`config.mk`:
```
export PLATFORM = sky130hd
export DESIGN_NAME = csr_timer
export DESIGN_NICKNAME = d
export VERILOG_FILES = /design/src/rtl/csr_timer.sv
export SDC_FILE = /design/constraint.sdc
export NUM_CORES = 1
export LEC_CHECK = 0
export ABC_CLOCK_PERIOD_IN_PS = 2830
export BUFFER_PORTS_ARGS = -buffer_cell sky130_fd_sc_hd__buf_4
export CAP_MARGIN = 5
export CORE_AREA = 5 5 130 132
export CTS_CLUSTER_DIAMETER = 200
export DETAILED_ROUTE_END_ITERATION = 10
export DIE_AREA = 0 0 135 137
export PLACE_DENSITY = 0.78
export SYNTH_ARGS = -nofsm -noshare
export SYNTH_HDL_FRONTEND = slang
export SYNTH_SLANG_ARGS = --single-unit
```
`constraint.sdc`:
```
create_clock -name clk -period 2.83 [get_ports clk]
set_clock_uncertainty 0.1 [all_clocks]
set_input_delay 0 -clock clk [delete_from_list [all_inputs] [get_ports clk]]
set_output_delay 0 -clock clk [all_outputs]
set_load 0.01 [all_outputs]
```
`src/rtl/csr_timer.sv`:
```
// csr_timer: constant-frequency timer CSR group (TID/TCFG/TVAL/TICLR) plus the
// 64-bit stable counter. Sits beside the main CSR unit, shares its EX read port
// and WB write port; the top level ORs the csr_rdata of both units together.
//
// Ports
//   clk        clock, single domain
//   reset      synchronous, active-high reset
//   csr_re     EX read enable
//   csr_rnum   EX read CSR number (14b)
//   csr_rdata  combinational read data; 0 when not reading a CSR owned here
//   csr_we     WB write enable
//   csr_wnum   WB write CSR number (14b)
//   csr_wdata  WB write data (32b)
//   timer_int  timer interrupt pending (feeds ESTAT.IS[11])
//   cnt_value  64-bit stable counter (rdcntvl.w / rdcntvh.w)
//   tid_value  current TID (rdcntid.w)
module csr_timer #(
    parameter int unsigned TIMER_W = 32,
    parameter logic [31:0] CORE_ID = 32'h0000_0000
) (
    input  logic        clk,
    input  logic        reset,
    input  logic        csr_re,
    input  logic [13:0] csr_rnum,
    output logic [31:0] csr_rdata,
    input  logic        csr_we,
    input  logic [13:0] csr_wnum,
    input  logic [31:0] csr_wdata,
    output logic        timer_int,
    output logic [63:0] cnt_value,
    output logic [31:0] tid_value
);

    localparam int unsigned CSR_W  = 14;
    localparam int unsigned DATA_W = 32;
    localparam int unsigned CNT_W  = 64;

    localparam logic [CSR_W-1:0] CSR_TID   = CSR_W'(14'h40);
    localparam logic [CSR_W-1:0] CSR_TCFG  = CSR_W'(14'h41);
    localparam logic [CSR_W-1:0] CSR_TVAL  = CSR_W'(14'h42);
    localparam logic [CSR_W-1:0] CSR_TICLR = CSR_W'(14'h44);

    localparam logic [TIMER_W-1:0] TVAL_ONES = '1;
    localparam logic [TIMER_W-1:0] TVAL_ZERO = '0;

    // Architectural state
    logic [TIMER_W-1:0] tcfg_q;
    logic [TIMER_W-1:0] tval_q;
    logic               run_q;
    logic [CNT_W-1:0]   cnt_q;
    logic [DATA_W-1:0]  tid_q;

    // Next-state values
    logic [TIMER_W-1:0] tcfg_d;
    logic [TIMER_W-1:0] tval_d;
    logic               run_d;
    logic               int_d;
    logic [DATA_W-1:0]  tid_d;

    // Write decode
    logic wr_tid;
    logic wr_tcfg;
    logic wr_ticlr;
    logic expire;

    logic               periodic;
    logic [TIMER_W-1:0] reload_val;
    logic [TIMER_W-1:0] wr_load_val;

    assign wr_tid   = csr_we && (csr_wnum == CSR_TID);
    assign wr_tcfg  = csr_we && (csr_wnum == CSR_TCFG);
    assign wr_ticlr = csr_we && (csr_wnum == CSR_TICLR) && csr_wdata[0];

    assign periodic    = tcfg_q[1];
    // Countdown starts from InitVal<<2: InitVal sits in [TIMER_W-1:2], so clearing
    // the two low bits of the field is exactly the shifted value.
    assign reload_val  = {tcfg_q[TIMER_W-1:2], 2'b00};
    assign wr_load_val = {csr_wdata[TIMER_W-1:2], 2'b00};

    // A TCFG write pre-empts expiry evaluation in the same cycle.
    assign expire = run_q && (tval_q == TVAL_ZERO) && !wr_tcfg;

    // Timer next-state: TCFG write, else decrement, else expiry, else hold
    always_comb begin
        tcfg_d = tcfg_q;
        tval_d = tval_q;
        run_d  = run_q;
        int_d  = timer_int;
        tid_d  = tid_q;

        if (wr_tid) begin
            tid_d = csr_wdata;
        end

        if (wr_tcfg) begin
            tcfg_d = csr_wdata[TIMER_W-1:0];
            tval_d = wr_load_val;
            run_d  = csr_wdata[0];
        end else if (run_q && (tval_q != TVAL_ZERO)) begin
            tval_d = tval_q - TIMER_W'(1);
        end else if (expire) begin
            if (periodic) begin
                tval_d = reload_val;
            end else begin
                tval_d = TVAL_ONES;
                run_d  = 1'b0;
            end
        end

        // Expiry beats a simultaneous clear so an interrupt is never lost.
        if (expire) begin
            int_d = 1'b1;
        end else if (wr_ticlr) begin
            int_d = 1'b0;
        end
    end

    // State registers; the stable counter free-runs regardless of CSR traffic
    always_ff @(posedge clk) begin
        if (reset) begin
            tcfg_q    <= '0;
            tval_q    <= TVAL_ONES;
            run_q     <= 1'b0;
            timer_int <= 1'b0;
            cnt_q     <= '0;
            tid_q     <= CORE_ID;
        end else begin
            tcfg_q    <= tcfg_d;
            tval_q    <= tval_d;
            run_q     <= run_d;
            timer_int <= int_d;
            cnt_q     <= cnt_q + CNT_W'(1);
            tid_q     <= tid_d;
        end
    end

    assign cnt_value = cnt_q;
    assign tid_value = tid_q;

    // Read mux: registered state only, so a same-cycle write is not visible
    always_comb begin
        csr_rdata = '0;
        if (csr_re) begin
            case (csr_rnum)
                CSR_TID:   csr_rdata = tid_q;
                CSR_TCFG:  csr_rdata = DATA_W'(tcfg_q);
                CSR_TVAL:  csr_rdata = DATA_W'(tval_q);
                CSR_TICLR: csr_rdata = '0;
                default:   csr_rdata = '0;
            endcase
        end
    end

endmodule

```
* Word-level counts from Yosys, hierarchy flattened *
Cells that the tools add are included.
W data, S select, Z words.

storage, ports and cells
  logic and storage cells = 42
  bits in registers = 162

cells by class
  equality and inequality tests = 8
  reductions and logical operators = 14
  $add $sub $neg = 2
  muxes and demuxes = 12

operators with widths
  kind                     count
  $mux W32                 5
  $pmux W32 S3             1
  $eq A14 B7 Y1 const B    6
  $add A64 B1 Y64 const B  1
  $logic_not A32 Y1        1
  $reduce_bool A32 Y1      1
  $sub A32 B1 Y32 const B  1
  $logic_and A1 B1 Y1      7
  $mux W1                  6
  $reduce_bool A2 Y1       2
  $reduce_and A3 Y1        1
  $reduce_bool A3 Y1       1
  $ne A2 B1 Y1 const B     1
  $ne A2 B2 Y1 const B     1
  $logic_not A1 Y1         1

* Depth between registers and ports, before layout *
Gate-level depths: netlist of the first run.

  word-level depth = 7
  depth in mapped cells = 9
  depth with buffers taken out = 8

* Least setup slack after synthesis of the first run *
OpenSTA, ideal clock, no wires.

  kind = register to register
  from = register tval_q[0]
  to = register tval_q[20]
  slack = 0.659 ns
  cell stages (with the launch flop) = 9
  arrival = 1.948 ns
  clock period less this slack = 2.171 ns
  path buffers = 0
  library setup time = 0.123 ns
  cells stage by stage = dfxtp_1 > inv_1 > ha_1 > nor4b_1 > nand4_4 > o31ai_4 > nand2_4 > a211oi_1 > a21oi_1

between the ends
  word-level cells in the longest chain between the ends = 4
  elaborated cells on any way between the ends = 9
  classes of those cells = 1 x add/sub; 2 x mux; 6 x reduce/logical

RTL lines
  what                                                     line  source
  start, declared                                          48    logic [TIMER_W-1:0] tval_q;
  start signal, assigned                                   129   tval_q <= tval_d;
  branches (longest 4 deep; another with $sub A32 B1 Y32)  -

Several ways; the timed one is not identified.
A chain may end at the register's enable or synchronous reset.

* Final worst setup path of the first run *
  from = register tval_q[9]
  to = register tval_q[10]

The elaborated chain is that of the path after synthesis.

==> impl_metrics.env, run 1 <==
export IMPL_grt_first_pass_wirelength_um=41500
export IMPL_synth_compound_area_share_pct=19.9
export IMPL_rr_startpoint="tval_q[9]"
export IMPL_post_synth_top_area_cell="dfxtp_1"
export IMPL_report_final_slew_viol_count=0
export IMPL_synth_async_reset_ratio_pct=0
export IMPL_ctsRootBufferMaster="clkbuf_16"
export IMPL_syn_cell_area_um2=8180
export IMPL_setup_viol=0
export IMPL_cts_tree="yes"
export IMPL_synthTopCellsByArea="dfxtp_1, nand2_1, a21oi_1"
export IMPL_clock_sinks=162
export IMPL_fin_crit_ns=2.53
export IMPL_hpwlAfterDp_um=17100
export IMPL_synth_top_area_share_pct=39.7
export IMPL_cp_start_kind="flip-flop"
export IMPL_path_max_fanout=12
export IMPL_drc_errors=0
export IMPL_gp_congestion=0.920
export IMPL_fin_area_um2=10800
export IMPL_wl_per_cell_um=17.1
export IMPL_hold_ws_ns=0.0213
export IMPL_min_path_type="input port to flip-flop"
export IMPL_die_area_um2=18500
export IMPL_final_net_count=1302
export IMPL_initialDrtViolationCount=947
export IMPL_rows=46
export IMPL_worst_pin_slew_ns=0.880
export IMPL_synthAdderAreaFrac_pct=0.459
export IMPL_synthMuxAreaShare_pct=0.367
export IMPL_cts_htree_levels=4
export IMPL_placed_cells=1397
export IMPL_first_pass_iters=8
export IMPL_fmax_mhz=395
export IMPL_overflow=0
export IMPL_rsz0062_at_grt="no"
export IMPL_drive_gt1_share_pct=23.9
export IMPL_syn_to_final_growth_pct=32.4
export IMPL_worstPathArrival_ns=2.72
export IMPL_finalHoldViolCount=0
export IMPL_yosys_area_share_simple_pct=29.2
export IMPL_worst_setup_path_end_kind="flip-flop"
export IMPL_pre_cts_slack_ns=0.421
export IMPL_design_core_area_um2=15600
export IMPL_rr_worst_depth=6
export IMPL_grt_max_degree=65
export IMPL_cts_max_path_buffers=2
export IMPL_synth_seq_cells=162
export IMPL_synthFlopType="dfxtp_1"
export IMPL_die_w_um=135
export IMPL_leakagePower_nw=3.87
export IMPL_p_per_area_nw_per_um2=442
export IMPL_required_ns=3.02
export IMPL_worst_slack_ns=0.300
export IMPL_dieHeight_um=137
export IMPL_min_path_cells=2
export IMPL_vias=8645
export IMPL_antennaDiodeCount=0
export IMPL_postCtsHoldBufs=35
export IMPL_clock_latency_ns=0.43
export IMPL_start_util_pct=52.4
export IMPL_relSlewSlack_pct=41.1
export IMPL_stdcell_count=1464
export IMPL_yosysSeqAreaShare_pct=39.7
export IMPL_reg2reg_slack_ns=0.30
export IMPL_critical_path_class="flip-flop to flip-flop"
export IMPL_io_pins=193
export IMPL_setup_tns_ns=0
export IMPL_synth_top_family_by_area="simple AND/OR/NAND/NOR gates"
export IMPL_synth_commonest_cells="nand2_1, dfxtp_1, nor2_1, a21oi_1, clkbuf_1"
export IMPL_numCtsBuffers=17
export IMPL_place_area_um2=9890
export IMPL_antenna_found_initial=0
export IMPL_synth_xor_area_share_pct=6.21
export IMPL_r2r_end="tval_q[10]"
export IMPL_peakVddDrop_mv=0.382
export IMPL_cts_resized=0
export IMPL_grt_pass1_vias=8504
export IMPL_syn_nets=1091
export IMPL_gr_usage_all_layers_pct=27.2
export IMPL_min_to="tcfg_q[27]"
export IMPL_clkTransAtPathRegs_ns=0.07
export IMPL_synth_area_per_cell_um2=7.99
export IMPL_yosysWarnings=0
export IMPL_yosysMostFrequentCell="nand2_1"
export IMPL_hold_start="reset"
export IMPL_synth_edf_count=0
export IMPL_cts_setup_buffers=0
export IMPL_drv_cap=0
export IMPL_io_buffers=192
export IMPL_ys_types=68
export IMPL_run_status="completed"
export IMPL_wirelength_um=25100
export IMPL_ant_nets=0
export IMPL_syn_inst=1024
export IMPL_vias_per_cell=5.91
export IMPL_finalCritPeriodShare_pct=89.4
report_power, final:
part / total, mW / internal, mW / switching (mW)
sequential: 2.29 / 2.28 / 0.00473
clock: 2.30 / 1.35 / 0.957
combinational: 0.188 / 0.104 / 0.0839
how the worst max path moves through the flow:
stage / startpoint / to
2_1_floorplan: tval_q[0] / tval_q[20]
3_3_place_gp: cnt_value[5] / cnt_value[63]
3_5_place_dp: cnt_value[5] / cnt_value[63]
4_1_cts: tval_q[0] / tval_q[2]
5_1_grt: tval_q[0] / tval_q[2]
6_report: tval_q[9] / tval_q[10]
placed cells by master, fill, tap and decap left out, drive strengths merged, types with 3 or more instances in the layout:
master       Yosys  routed
a21oi           98      98
a221oi          16      16
a222oi          32      32
a31oi            5       5
a32oi            5       5
and2             5       5
and3             4       4
buf             11     224
clkbuf          56      20
clkinv           2       8
dfxtp          162     162
dlygate4sd3      0      35
ha               3       3
inv             18      20
mux2i            3       3
nand2          178     178
nand3           31      31
nand4           28      28
nor2           117     117
nor2b            7       7
nor3            28      28
nor4            25      25
nor4b            5       5
o211ai           4       4
o21a             8       8
o21ai           47      47
o221ai           8       8
o31ai            7       7
o41ai            4       4
or2              3       3
or3             20      20
xnor2           36      36
xor2            22      22
registers in the layout (all words and copies together), names as in the netlist:
register and flops:
timer_int 1, tval_q 32, tid_value 32, cnt_value 64, run_q 1, tcfg_q 32
per-stage QoR:
step / utilization [%] / power (mW)
after floorplan: - / 2.38
after global placement: 63.4 / 2.49
after detailed placement: 63.4 / 2.49
after CTS: 69.4 / 4.80
after global routing: 69.4 / 4.93
final: 69.4 / 4.78
layer usage:
metal,wire [um],track usage (%),vias up
met5,0,0,-
met4,622,11.1,0
met3,2160,6.47,68
met2,12000,45.3,413
met1,10300,33.9,4042
li1,-,-,4122
cells by family after synthesis:
kind of cell / count (synthesis)
buffers and inverters: 87
DFF: 162
adders and majority gates: 3
and+or+nand+nor: 465
AOI/OAI and AO/OA: 246
xor gates and xnor gates: 58
muxes: 3
area by class of cell:
type | count | area [um2]
timing repair buffer | 259 | 2030
fill | 1319 | 4770
clock inverter | 12 | 130
multi-input combinational | 775 | 4620
tap | 216 | 270
sequential | 162 | 3240
clock buffer | 20 | 457
inverter | 20 | 75.1
worst max-delay path, cell delays in order (launching register included):
cell and delay [ns]:
dfxtp_1 0.38, nor3_2 0.48, nand3_4 0.22, nor3_4 0.36
nand2_1 0.39, o221ai_1 0.33, nand4_1 0.14
Note: power is estimated with default switching activity, not from simulation.
==> run 2, diff against run 1 <==
--- a/config.mk
+++ b/config.mk
@@ -12,6 +12,7 @@
 export CTS_CLUSTER_DIAMETER = 200
 export DETAILED_ROUTE_END_ITERATION = 10
 export DIE_AREA = 0 0 135 137
+export HOLD_SLACK_MARGIN = 0.12
 export PLACE_DENSITY = 0.78
 export SYNTH_ARGS = -nofsm -noshare
 export SYNTH_HDL_FRONTEND = slang
==> run 2 against run 1 <==
Combinational power is essentially flat. Setup slack gained 0.046 ns. Clock power is essentially flat. Worst hold slack gained 0.21 ns. Sequential share of layout area shrank 0.25 points. Cell count grew 0.61%. Fmax grew 1.8%. Non-clock buffer count grew 9. Core utilization grew 0.58 points. First-iteration DRC count shrank 5.1%.
==> impl_metrics.env, run 2 (synthesis results as in run 1) <==
export IMPL_run_status="completed"
export IMPL_slowest_stage="nor4b_1"
export IMPL_hold_start="csr_wnum[11]"
export IMPL_switchingPower_mw=1.05
export IMPL_peakVddDrop_mv=0.384
export IMPL_slowest_delay_ns=0.46
export IMPL_cts_htree_levels=4
export IMPL_worst_pin_slew_ns=0.829
export IMPL_grt_pass1_vias=8542
export IMPL_min_path_type="input port to flip-flop"
export IMPL_setup_viol=0
export IMPL_relSlewSlack_pct=44.6
export IMPL_p_int_mw=3.74
export IMPL_antennaDiodeCount=0
export IMPL_fin_crit_ns=2.48
export IMPL_final_net_count=1311
export IMPL_required_ns=3.08
export IMPL_grt_first_pass_wirelength_um=41600
export IMPL_worstPathArrival_ns=2.73
export IMPL_ant_nets=0
export IMPL_r2r_end="tval_q[2]"
export IMPL_gp_congestion=0.920
export IMPL_drv_cap=0
export IMPL_switching_share_pct=21.9
export IMPL_worst_setup_path_end_kind="flip-flop"
export IMPL_io_pins=193
export IMPL_seqPwrFrac_pct=47.9
export IMPL_min_path_cells=6
export IMPL_final_cell_mix="buf_4, nand2_1, dfxtp_1"
export IMPL_report_final_slew_viol_count=0
export IMPL_p_per_area_nw_per_um2=438
export IMPL_rr_startpoint="tval_q[0]"
export IMPL_wirelength_um=25200
export IMPL_syn_to_final_growth_pct=33.5
export IMPL_largest_reg_flops=64
export IMPL_critical_path_top_delay_family="simple AND/OR/NAND/NOR gates"
export IMPL_dieHeight_um=137
export IMPL_min_to="tcfg_q[27]"
export IMPL_path_cells="inv_1, ha_1, nor4b_1, nand4_4, nor3_4, nor3_1, or3_1, o211ai_1"
export IMPL_clock_latency_ns=0.43
export IMPL_vias_per_cell=5.90
export IMPL_setup_tns_ns=0
export IMPL_drc_errors=0
export IMPL_cts_max_path_buffers=2
export IMPL_critical_path_class="flip-flop to flip-flop"
export IMPL_cp_start_kind="flip-flop"
export IMPL_design_core_area_um2=15600
export IMPL_leakagePower_nw=3.90
export IMPL_rows=46
export IMPL_gr_usage_all_layers_pct=27.3
export IMPL_grt_max_degree=65
export IMPL_layout_commonest_cell="buf_4"
export IMPL_power_total_mw=4.78
export IMPL_rsz0062_at_grt="no"
export IMPL_overflow=0
export IMPL_drive_gt1_share_pct=23.7
export IMPL_finalCritPeriodShare_pct=87.8
export IMPL_wl_per_cell_um=17.1
export IMPL_initialDrtViolationCount=899
export IMPL_hpwlAfterDp_um=17100
export IMPL_rr_worst_depth=8
export IMPL_antenna_found_initial=0
export IMPL_die_area_um2=18500
export IMPL_reg2reg_slack_ns=0.35
export IMPL_ctsRootBufferMaster="clkbuf_16"
export IMPL_cts_tree="yes"
export IMPL_start_util_pct=52.4
export IMPL_hold_ws_ns=0.234
export IMPL_finalHoldViolCount=0
export IMPL_numCtsBuffers=17
export IMPL_path_max_fanout=7
export IMPL_p_comb_share_pct=3.9
export IMPL_first_pass_iters=8
export IMPL_die_w_um=135
export IMPL_clkTransAtPathRegs_ns=0.07
export IMPL_crit_buf_inv=1
export IMPL_io_buffers=192
export IMPL_power_frac_clock_pct=48.2
export IMPL_vias=8690
export IMPL_fmax_mhz=402
export IMPL_clock_sinks=162
## run 2: changes by cell type in the layout (fill, tap and decap cells not counted)
cell and delta:
dlygate4sd3_1 +9
## run 2: power groups by stage
stage	clock network (mW)	logic [mW]	registers [mW]
final	2.30	0.189	2.29
after floorplan	0	0.0447	2.34
after global placement	0	0.148	2.34
after CTS	2.33	0.188	2.29
after detailed placement	0	0.148	2.34
after global routing	2.44	0.203	2.29
## run 2: area by class of cell
type | instances | area [um2]
inverter | 20 | 75.1
fill | 1308 | 4680
timing repair buffer | 268 | 2120
multi-input combinational | 775 | 4620
clock buffer | 20 | 457
tap | 216 | 270
sequential | 162 | 3240
clock inverter | 12 | 130
## run 2: worst max-delay path by stage
stage / start / endpoint / slack (ns) / depth (start not counted)
final: tval_q[0] / tval_q[2] / 0.35 / 8
after global routing: tval_q[0] / tval_q[2] / 0.12 / 8
after CTS: tval_q[0] / tval_q[2] / 0.36 / 8
after global placement: cnt_value[5] / cnt_value[63] / 0.50 / 6
after detailed placement: cnt_value[5] / cnt_value[63] / 0.42 / 6
after floorplan: tval_q[0] / tval_q[20] / 0.66 / 8
## run 2: through the flow
step                utilization (%)  instances  setup WS, ns  area [um2]
finish                         70.0       1473         0.345       10900
global route                   70.0       1473         0.119       10900
CTS                            70.0       1473         0.364       10900
detailed placement             63.4       1397         0.421        9890
global placement               63.4       1397         0.500        9890
floorplan                         -       1024         0.659        8180
## run 2: metal layers
layer | up-vias | global-route usage [%] | part of all wire (%)
li1 | 4138 | - | -
met2 | 432 | 45.7 | 48
met5 | - | 0 | 0
met3 | 63 | 6.47 | 8.9
met4 | 0 | 11.1 | 2.5
met1 | 4057 | 33.9 | 40
## run 2: worst min-delay path, delay by kind of cell
kind / cells / cell delay (ns)
AO/OA/AOI/OAI: 1 / 0.05
buffers and inverters: 2 / 0.33
AND/OR/NAND/NOR: 3 / 0.34
## run 2: repair_timing
action | in CTS | in global routing
resized for setup | 0 | 0
hold buffers | 44 | 0
hold endpoints to repair | 96 | 0
setup buffers | 0 | 0
==> run 3, diff against run 2 <==
==> config.mk (replaced) <==
export PLATFORM = sky130hd
export DESIGN_NAME = csr_timer
export DESIGN_NICKNAME = d
export VERILOG_FILES = /design/src/rtl/csr_timer.sv
export SDC_FILE = /design/constraint.sdc
export NUM_CORES = 1
export LEC_CHECK = 0
export ABC_CLOCK_PERIOD_IN_PS = 2210
export BUFFER_PORTS_ARGS = -buffer_cell sky130_fd_sc_hd__buf_4
export CAP_MARGIN = 5
export CORE_AREA = 5 5 173 109
export CTS_CLUSTER_DIAMETER = 200
export DETAILED_ROUTE_END_ITERATION = 10
export DIE_AREA = 0 0 178 114
export HOLD_SLACK_MARGIN = 0.12
export PLACE_DENSITY = 0.75
export SYNTH_ARGS = -nofsm -noshare
export SYNTH_HDL_FRONTEND = slang
export SYNTH_SLANG_ARGS = --single-unit
==> constraint.sdc (replaced) <==
create_clock -name clk -period 2.21 [get_ports clk]
set_clock_uncertainty 0.1 [all_clocks]
set_input_delay 0 -clock clk [delete_from_list [all_inputs] [get_ports clk]]
set_output_delay 0 -clock clk [all_outputs]
set_load 0.01 [all_outputs]
==> run 3 against run 2 <==
Sequential share of layout area decreased by 2.2 points. Non-clock buffer count increased by 91. Core utilization decreased by 2.1 points. Worst hold slack got worse by 0.061 ns. Final area increased by 7.9%. Die area increased by 9.7%. Combinational power increased by 39%. Clock-buffer cell count decreased by 2. Sequential power increased by 28%. Largest power group is now registers.
==> impl_metrics.env, run 3 (synthesis results as in run 1) <==
export IMPL_io_buffers=192
export IMPL_gr_usage_all_layers_pct=27.7
export IMPL_wl_per_cell_um=17.9
export IMPL_rr_worst_depth=7
export IMPL_final_cell_mix="buf_4, nand2_1, dfxtp_1"
export IMPL_first_pass_iters=7
export IMPL_min_path_type="input port to flip-flop"
export IMPL_run_status="completed"
export IMPL_vias_per_cell=5.81
export IMPL_initialDrtViolationCount=1235
export IMPL_hpwlAfterDp_um=20100
export IMPL_gp_congestion=0.941
export IMPL_clkTransAtPathRegs_ns=0.07
export IMPL_drv_cap=0
export IMPL_rows=38
export IMPL_cts_max_path_buffers=2
export IMPL_drive_gt1_share_pct=29.9
export IMPL_cts_htree_levels=4
export IMPL_drc_errors=0
export IMPL_grt_pass1_vias=8613
export IMPL_fmax_mhz=467
export IMPL_dieHeight_um=114
export IMPL_crit_buf_inv=1
export IMPL_worst_pin_slew_ns=0.701
export IMPL_reg2reg_slack_ns=0.07
export IMPL_leakagePower_nw=4.36
export IMPL_slowest_delay_ns=0.40
export IMPL_layout_commonest_cell="buf_4"
export IMPL_largest_reg_flops=64
export IMPL_peakVddDrop_mv=0.423
export IMPL_fin_util_pct=67.8
export IMPL_worstPathArrival_ns=2.32
export IMPL_slowest_stage="dfxtp_1"
export IMPL_n_fill_cell=1444
export IMPL_antenna_found_initial=0
export IMPL_critical_path_class="flip-flop to flip-flop"
export IMPL_path_max_fanout=6
export IMPL_cts_tree="yes"
export IMPL_io_pins=193
export IMPL_stdcell_count=1588
export IMPL_die_area_um2=20300
export IMPL_min_path_cells=6
export IMPL_required_ns=2.39
export IMPL_r2r_end="tval_q[6]"
export IMPL_worst_setup_path_end_kind="flip-flop"
export IMPL_report_final_slew_viol_count=0
export IMPL_overflow=0
export IMPL_hold_start="csr_wnum[11]"
export IMPL_finalHoldViolCount=0
export IMPL_wirelength_um=28400
export IMPL_clock_latency_ns=0.42
export IMPL_grt_max_degree=54
export IMPL_grt_first_pass_wirelength_um=45700
export IMPL_p_per_area_nw_per_um2=516
export IMPL_vias=9224
export IMPL_rr_startpoint="tval_q[4]"
export IMPL_critical_path_top_delay_family="simple AND/OR/NAND/NOR gates"
export IMPL_min_to="timer_int"
export IMPL_die_w_um=178
export IMPL_fin_crit_ns=2.14
export IMPL_numCtsBuffers=17
export IMPL_ant_nets=0
export IMPL_path_cells="nor4_4, buf_4, nand4_1, nor3_4, nand3_1, o21ai_0, o211ai_1"
export IMPL_design_core_area_um2=17400
export IMPL_antennaDiodeCount=0
export IMPL_rsz0062_at_grt="yes"
export IMPL_startpoint="tval_q[4]"
export IMPL_final_net_count=1402
export IMPL_start_util_pct=47.1
export IMPL_clock_sinks=162
export IMPL_syn_to_final_growth_pct=43.9
export IMPL_finalCritPeriodShare_pct=96.8
export IMPL_relSlewSlack_pct=53.2
export IMPL_cp_start_kind="flip-flop"
export IMPL_ctsRootBufferMaster="clkbuf_16"
export IMPL_placed_cells=1501
export IMPL_setup_viol=0
## run 3: cell count changes in the layout (fill, tap and decap cells not counted), moves of 3 or more
cell / before / now
buf_4: 224 / 305
inv_6: 2 / 5
buf_12: 0 / 6
nor4_2: 7 / 10
buf_6: 0 / 3
nor4_1: 15 / 12
## run 3: per-layer routing
layer	GRT usage, %	wire length, um
met3	6.59	3030
met5	0	0
met2	39.0	11700
met4	7.05	436
met1	42.3	13200
## run 3: final cells by class
type	instances	area [um2]	area share, %
Inverter	20	75.1	0.638
Multi-Input combinational cell	775	4690	39.9
Sequential cell	162	3240	27.5
Clock buffer	18	439	3.73
Timing Repair Buffer	359	2890	24.6
Clock inverter	14	128	1.08
Tap cell	240	300	2.55
## run 3: metrics by stage
stage,hold WS [ns],instance area [um2],total power [mW],setup slack (ns),TNS (ns)
after floorplan,0.0360,8180,3.05,0.0387,0
after global placement,0.154,10600,3.20,-0.0686,-0.0686
after detailed placement,0.158,10600,3.20,-0.0786,-0.171
after CTS,0.152,11600,6.11,0.00688,0
after global routing,0.204,11800,6.28,-0.00837,-0.00837
final,0.173,11800,6.08,0.0698,0
## run 3: tightest hold or removal path, stage by stage
cell     delay [ns]
buf_4          0.08
nor4b_1        0.05
nand4_1        0.08
buf_4          0.15
o31ai_1        0.11
a21oi_1        0.18
## run 3: timing repair
action,CTS,global route
buffers inserted,1,9
hold buffers,45,0
pin swaps,1,7
resized for setup,2,20
cloned,0,0
endpoints found under the hold margin,96,0
setup endpoints to repair,7,56
## run 3: where the power goes
| part | switching, mW | total (mW) | leakage (nW) | internal (mW) |
|---|---|---|---|---|
| sequential | 0.00342 | 2.93 | 1.31 | 2.92 |
| combinational | 0.119 | 0.263 | 2.78 | 0.144 |
| clock | 1.29 | 2.89 | 0.276 | 1.60 |
| total | 1.41 | 6.08 | 4.36 | 4.67 |
## run 3: worst max path at each step
| stage | end | slack [ns] | cells past startpoint |
|---|---|---|---|
| after floorplan | tval_q[20] | 0.04 | 8 |
| after global placement | tval_q[13] | -0.07 | 9 |
| after detailed placement | tval_q[13] | -0.08 | 9 |
| after CTS | tval_q[13] | 0.007 | 9 |
| after global routing | cnt_value[63] | -0.008 | 7 |
| final | tval_q[6] | 0.07 | 7 |
